<file path="src/rtl/hazard_unit.sv">
// Pipeline hazard control: load-use stalls, branch flushes and optional MDU stall tracking.
// Define HAZARD_MDU_EN to build the IDLE/BUSY multi-cycle mul/div tracker; otherwise it is absent.
//   state | meaning
//   IDLE  | no multi-cycle MDU op outstanding
//   BUSY  | MDU op in EX, pipeline held until mdu_done
module hazard_unit #(
    parameter int REG_ADDR_WIDTH = 5
) (
    input  logic                      clk,
    input  logic                      rst_n,
    input  logic [REG_ADDR_WIDTH-1:0] id_rs1_addr,
    input  logic [REG_ADDR_WIDTH-1:0] id_rs2_addr,
    input  logic                      id_uses_rs1,
    input  logic                      id_uses_rs2,
    input  logic [REG_ADDR_WIDTH-1:0] id_ex_rd_addr,
    input  logic                      id_ex_mem_read,
    input  logic                      id_ex_is_mdu,
    input  logic                      mdu_done,
    input  logic                      ex_branch_taken,
    output logic                      stall_if,
    output logic                      stall_id,
    output logic                      stall_ex,
    output logic                      flush_if_id,
    output logic                      flush_id_ex,
    output logic                      mdu_busy,
    output logic                      mdu_timeout,
    output logic [31:0]               stall_count
);

    logic load_use;
    logic mdu_stall;

    // x0 is hardwired zero, so a load targeting it never creates a dependency.
    assign load_use = id_ex_mem_read && (id_ex_rd_addr != '0) &&
                      ((id_uses_rs1 && (id_ex_rd_addr == id_rs1_addr)) ||
                       (id_uses_rs2 && (id_ex_rd_addr == id_rs2_addr)));

`ifdef HAZARD_MDU_EN
    typedef enum logic {
        IDLE = 1'b0,
        BUSY = 1'b1
    } state_t;

    state_t     state, state_nxt;
    logic       stall_raw;
    logic [6:0] busy_cnt;
    logic       timeout_q;

    always_ff @(posedge clk or negedge rst_n) begin
        if (!rst_n) begin
            state     <= IDLE;
            busy_cnt  <= '0;
            timeout_q <= 1'b0;
        end else begin
            state <= state_nxt;
            if (state == IDLE && state_nxt == BUSY) begin
                busy_cnt <= '0;
            end else if (state == BUSY && !mdu_done && busy_cnt != 7'd64) begin
                busy_cnt <= busy_cnt + 7'd1;
            end
            // Flag is sticky; the FSM keeps waiting for mdu_done regardless.
            if (state == BUSY && !mdu_done && busy_cnt == 7'd63) begin
                timeout_q <= 1'b1;
            end
        end
    end

    always_comb begin
        state_nxt = state;
        stall_raw = 1'b0;
        case (state)
            IDLE: begin
                if (id_ex_is_mdu && !mdu_done) begin
                    state_nxt = BUSY;
                    stall_raw = 1'b1;
                end
            end
            BUSY: begin
                if (mdu_done) begin
                    state_nxt = IDLE;
                end else begin
                    stall_raw = 1'b1;
                end
            end
            default: state_nxt = IDLE;
        endcase
    end

    // The IDLE-entry term is combinational, so mask it while reset is held.
    assign mdu_stall   = stall_raw && rst_n;
    assign mdu_busy    = (state == BUSY) && !mdu_done;
    assign mdu_timeout = timeout_q;
`else
    logic unused_mdu;

    assign unused_mdu  = id_ex_is_mdu ^ mdu_done;
    assign mdu_stall   = 1'b0;
    assign mdu_busy    = 1'b0;
    assign mdu_timeout = 1'b0;
`endif

    always_comb begin
        stall_if    = 1'b0;
        stall_id    = 1'b0;
        stall_ex    = 1'b0;
        flush_if_id = 1'b0;
        flush_id_ex = 1'b0;
        if (mdu_stall) begin
            stall_if = 1'b1;
            stall_id = 1'b1;
            stall_ex = 1'b1;
        end else if (ex_branch_taken) begin
            flush_if_id = 1'b1;
            flush_id_ex = 1'b1;
        end else if (load_use) begin
            stall_if    = 1'b1;
            stall_id    = 1'b1;
            flush_id_ex = 1'b1;
        end
    end

    always_ff @(posedge clk or negedge rst_n) begin
        if (!rst_n) begin
            stall_count <= '0;
        end else if (stall_if && stall_count != 32'hFFFF_FFFF) begin
            stall_count <= stall_count + 32'd1;
        end
    end

endmodule

</file>
<file path="config.mk">
export PLATFORM = sky130hd
export DESIGN_NAME = hazard_unit
export DESIGN_NICKNAME = d
export VERILOG_FILES = /design/src/rtl/hazard_unit.sv
export SDC_FILE = /design/constraint.sdc
export NUM_CORES = 1
export LEC_CHECK = 0
export BUFFER_PORTS_ARGS = -buffer_cell sky130_fd_sc_hd__buf_2
export CAP_MARGIN = 20
export CORE_ASPECT_RATIO = 0.8
export CORE_MARGIN = 4
export CORE_UTILIZATION = 51
export CTS_BUF_LIST = sky130_fd_sc_hd__clkbuf_8
export DETAILED_ROUTE_END_ITERATION = 8
export PLACE_DENSITY = 0.78
export SLEW_MARGIN = 20
export SYNTH_ARGS = -nofsm -noshare
export SYNTH_HDL_FRONTEND = slang
export SYNTH_SLANG_ARGS = --single-unit
</file>
<file path="constraint.sdc">
create_clock -name clk -period 2.6 [get_ports clk]
set_clock_uncertainty 0.2 [all_clocks]
set_input_delay 0.13 -clock clk [delete_from_list [all_inputs] [get_ports clk]]
set_output_delay 0.13 -clock clk [all_outputs]
set_load 0.05 [all_outputs]
</file>
* Word level (Yosys, flattened, before mapping) *
Cells that the tools add are included.

storage, ports and cells
  word-level logic and storage cells = 16
  RAM bits = 0
  latch bits = 0
  memory bits (read-only) = 0
  input port bits = 23
  output and inout port bits = 39
  memories kept = 0
  register bits after elaboration = 32

operators by class
  bitwise gates (word level) = 0
  shift-type cells = 0
  multiplexer cells = 4
  add/sub/neg operators = 1
  order comparisons = 0
  div/mod/pow operators = 0
  multipliers = 0
  reduce and logical (&&, ||, !) cells = 7
  equality and inequality tests = 3

operators with widths
  cell                   number
  $add 32x1->32 const B  1
  $ne 32x32->1 const B   1
  $eq 5x5->1             2
  $logic_and 1x1->1      5
  $reduce_bool 5->1      1
  $mux 1                 4
  $logic_or 1x1->1       1

* Logic depth before layout (Yosys ltp) *
  depth after elaboration = 7
  gate-level depth with buffers = 8
  gate-level depth less buffers = 7

* Least setup slack after synthesis *
No wires, ideal clock.

  path kind = register -> register
  from = register stall_count[11]
  to = register stall_count[1]
  arrival time = 1.994 ns
  stages on the path, launching flop included = 7
  required time = 2.272 ns
  setup slack = 0.278 ns
  clock period less this slack = 2.322 ns
  library setup time = 0.128 ns
  path buffers = 1
  path through = dfrtp_1 > nand3_2 > nor4_2 > nand4_1 > nand3_2 > buf_4 > mux2_1

between the ends
  cells in the longest elaborated chain, start to end = 2

ends and longest elaborated chain
  element                 RTL line  text
  start, declared         27        output logic [31:0] stall_count
  start signal, assigned  126       stall_count <= stall_count + 32'd1;
  $ne 32x32->1            125       end else if (stall_if && stall_count != 32'hFFFF_FFFF) begin
  $logic_and 1x1->1       125

Every way passes these cells.
A chain may end at the register's enable or synchronous reset.

* Final worst setup path *
  from = register stall_count[0]
  to = register stall_count[15]

between the ends
  cells in the longest elaborated chain, start to end = 2
  elaborated cells on any way between the ends = 3
  classes of those cells = 1 x add/sub; 1 x eq/ne; 1 x reduce/logical

ends and longest elaborated chain
  element
  parallel branches: the longest is 2 deep, another holds $add 32x1->32

Parallel ways; which one is timed is not known.

==> metrics <==
Initial DRT Pass Iterations 4; Synth warnings 0; number of synthesized flops with an enable pin 0; registers with the most flip-flops stall_count (32); Hold Crit Class in2reg; CTS sink cnt 32; Antenna Nets Post-Route 0; row count 18; Antenna Cells 0; CTS H-tree depth 2; Seq/Total Area, Yosys 0.450; Post-Route WL 3830 um; Vias 1441; number of global-route vias before repair 1325; initial antenna violation count 0; most flop-heavy register stall_count; vias per cell 5.20; DP HPWL 2860 um; DR iter-0 viols 98; final setup fails 0; clk root buf clkbuf_8; Die X 74.0 um; Worst setup SP type flip-flop; Placer Congestion 0.821; Main synth FF type dfrtp_1; Worst VDD drop 0.358 mV; Relative slew margins 0.532; count leader, synth dfrtp_1; CP arrival 2.36 ns; worst-path cell chain ha_1, nand3_1, nor2_1, nand4_1, nand3_2, buf_4, nor3_1, xor2_1; max reg flops 32; crit path time final 2.33 ns; Yosys reg bits 32; max_cap viols 0; largest cells by area after synthesis dfrtp_1, xor2_1, xnor2_1, nand4_1, nand2_1; Hold-fix buffers, CTS 1; Residual DRC 0; first-pass GRT wire length 6230 um; mapped cell area 0.00178 mm^2; Final Cycle Share 0.895; RSZ-0062 raised after global routing no; Leakage 1.16 nW; clk slew on worst S/H paths 0.07 ns; TritonCTS clock tree done; Slowest-stage cell, CP dfrtp_1; ys async rst share 1.00; top cells by count, synth dfrtp_1, xor2_1, nand2_1; Std-Cell Core Area 0.00322 mm^2; Mapped Cells 177; design area 0.00219 mm^2; Area growth, synth to finish 23.1%; CP Class reg2reg; # resized after CTS 0; Final Hold Vio Count 0; pin count of the biggest net entering global routing 33; total global routing overflow 0; worst slew pin tran 0.702 ns; die area 0.00450 mm^2; CTS buffer count 5; status finished, final reports clean; Clock Latency Late Sink 0.30 ns; Mapped Avg Cell Area 10.0 um^2; crit end category flip-flop; IO buf count 56; Initial Util 0.552; ratio of cells with drive above 1 in the final layout 0.350; Max Clk Rate 430 MHz; crit-path max cell delay 0.43 ns; Final Max Slew Viols 0; crit-path max FO 17; chip height 60.8 um; Cell variety after synth 29; postcts setup bufs 0; area post-placement 0.00207 mm^2; Synth top area share 0.450; WP data required 2.63 ns; FILL cells 269; Total GRT Usage 0.187; Max Root-Sink Buffers 2; Final Power 1.15 mW; final net count 260; Power per Cell Area 526 mW/mm^2; Synth area leader dfrtp_1; DR WL/cell 13.8 um; I/O pin cnt 62; Sum Neg Setup Slack 0 ns
==> placed cells by master, fill, tap and decap left out, types with 4 or more instances in the layout <==
cell type   n
buf_2      56
clkbuf_8    5
dfrtp_1    32
inv_1       4
nand2_1    18
nand3_1     7
nand3_2     4
nand4_1    11
nor2_1     13
nor3_1     11
nor4_2      4
xnor2_1    14
xor2_1     26
==> layout make-up <==
cell class,instances,area [um^2],area share
sequential,32,801,0.366
clock inverter,3,42.5,0.0194
timing repair buffer,58,298,0.136
tap,40,50.0,0.0229
multi-input combinational,135,913,0.417
clock buffer,5,68.8,0.0314
inverter,4,15.0,0.00686
==> worst max-delay path, delay by kind of cell (launching register included) <==
kind | cells | cell delay (ns)
adders and majority gates | 1 | 0.24
buffers and inverters | 1 | 0.30
DFF | 1 | 0.43
xor gates and xnor gates | 1 | 0.17
and+or+nand+nor | 5 | 0.92
==> where the power goes <==
part           switching [mW]  total, mW  internal [mW]
clock                   0.201      0.485          0.283
combinational          0.0968      0.141         0.0440
sequential             0.0161      0.525          0.509
total                   0.314       1.15          0.836
==> cell families (layout without fill, tap and decap cells) <==
kind of cell    after synthesis  count (layout)  synth area share
compound gates                3               3            0.0148
flops                        32              32             0.450
other cells                   1               3           0.00211
fa+ha+maj                     1               1           0.00704
mux                           2               2            0.0127
xor+xnor                     40              40             0.197
buf+inv                      12              70            0.0401
simple gates                 86              86             0.276
==> path summary, 6_finish.rpt <==
path | endpoint | slack, ns | startpoint | depth (start not counted)
min in group asynchronous | stall_count[7]$_DFFE_PN0P_ | 0.21 | rst_n | 2
max reg2reg | stall_count[15]$_DFFE_PN0P_ | 0.27 | stall_count[0]$_DFFE_PN0P_ | 8
min reg2reg | stall_count[31]$_DFFE_PN0P_ | 0.29 | stall_count[31]$_DFFE_PN0P_ | 1
max in group asynchronous | stall_count[10]$_DFFE_PN0P_ | 1.53 | rst_n | 2
max | stall_count[15]$_DFFE_PN0P_ | 0.27 | stall_count[0]$_DFFE_PN0P_ | 8
min | stall_count[24]$_DFFE_PN0P_ | 0.18 | ex_branch_taken | 4
==> metrics by stage <==
stage | utilization | setup slack, ns | hold WS (ns) | cells
after CTS | 0.679 | 0.286 | 0.170 | 277
after global routing | 0.679 | 0.110 | 0.204 | 277
after floorplan | - | 0.278 | -0.366 | 179
after global placement | 0.642 | 0.313 | 0.0183 | 268
final | 0.679 | 0.273 | 0.183 | 277
after detailed placement | 0.642 | 0.304 | 0.0226 | 268
==> per-layer routing <==
metal / part of all wire / track usage
met2: 0.43 / 0.271
met5: 0 / 0
met1: 0.50 / 0.257
met4: 0.012 / 0.0620
met3: 0.053 / 0.0728
(Power assumes the default switching activity.)
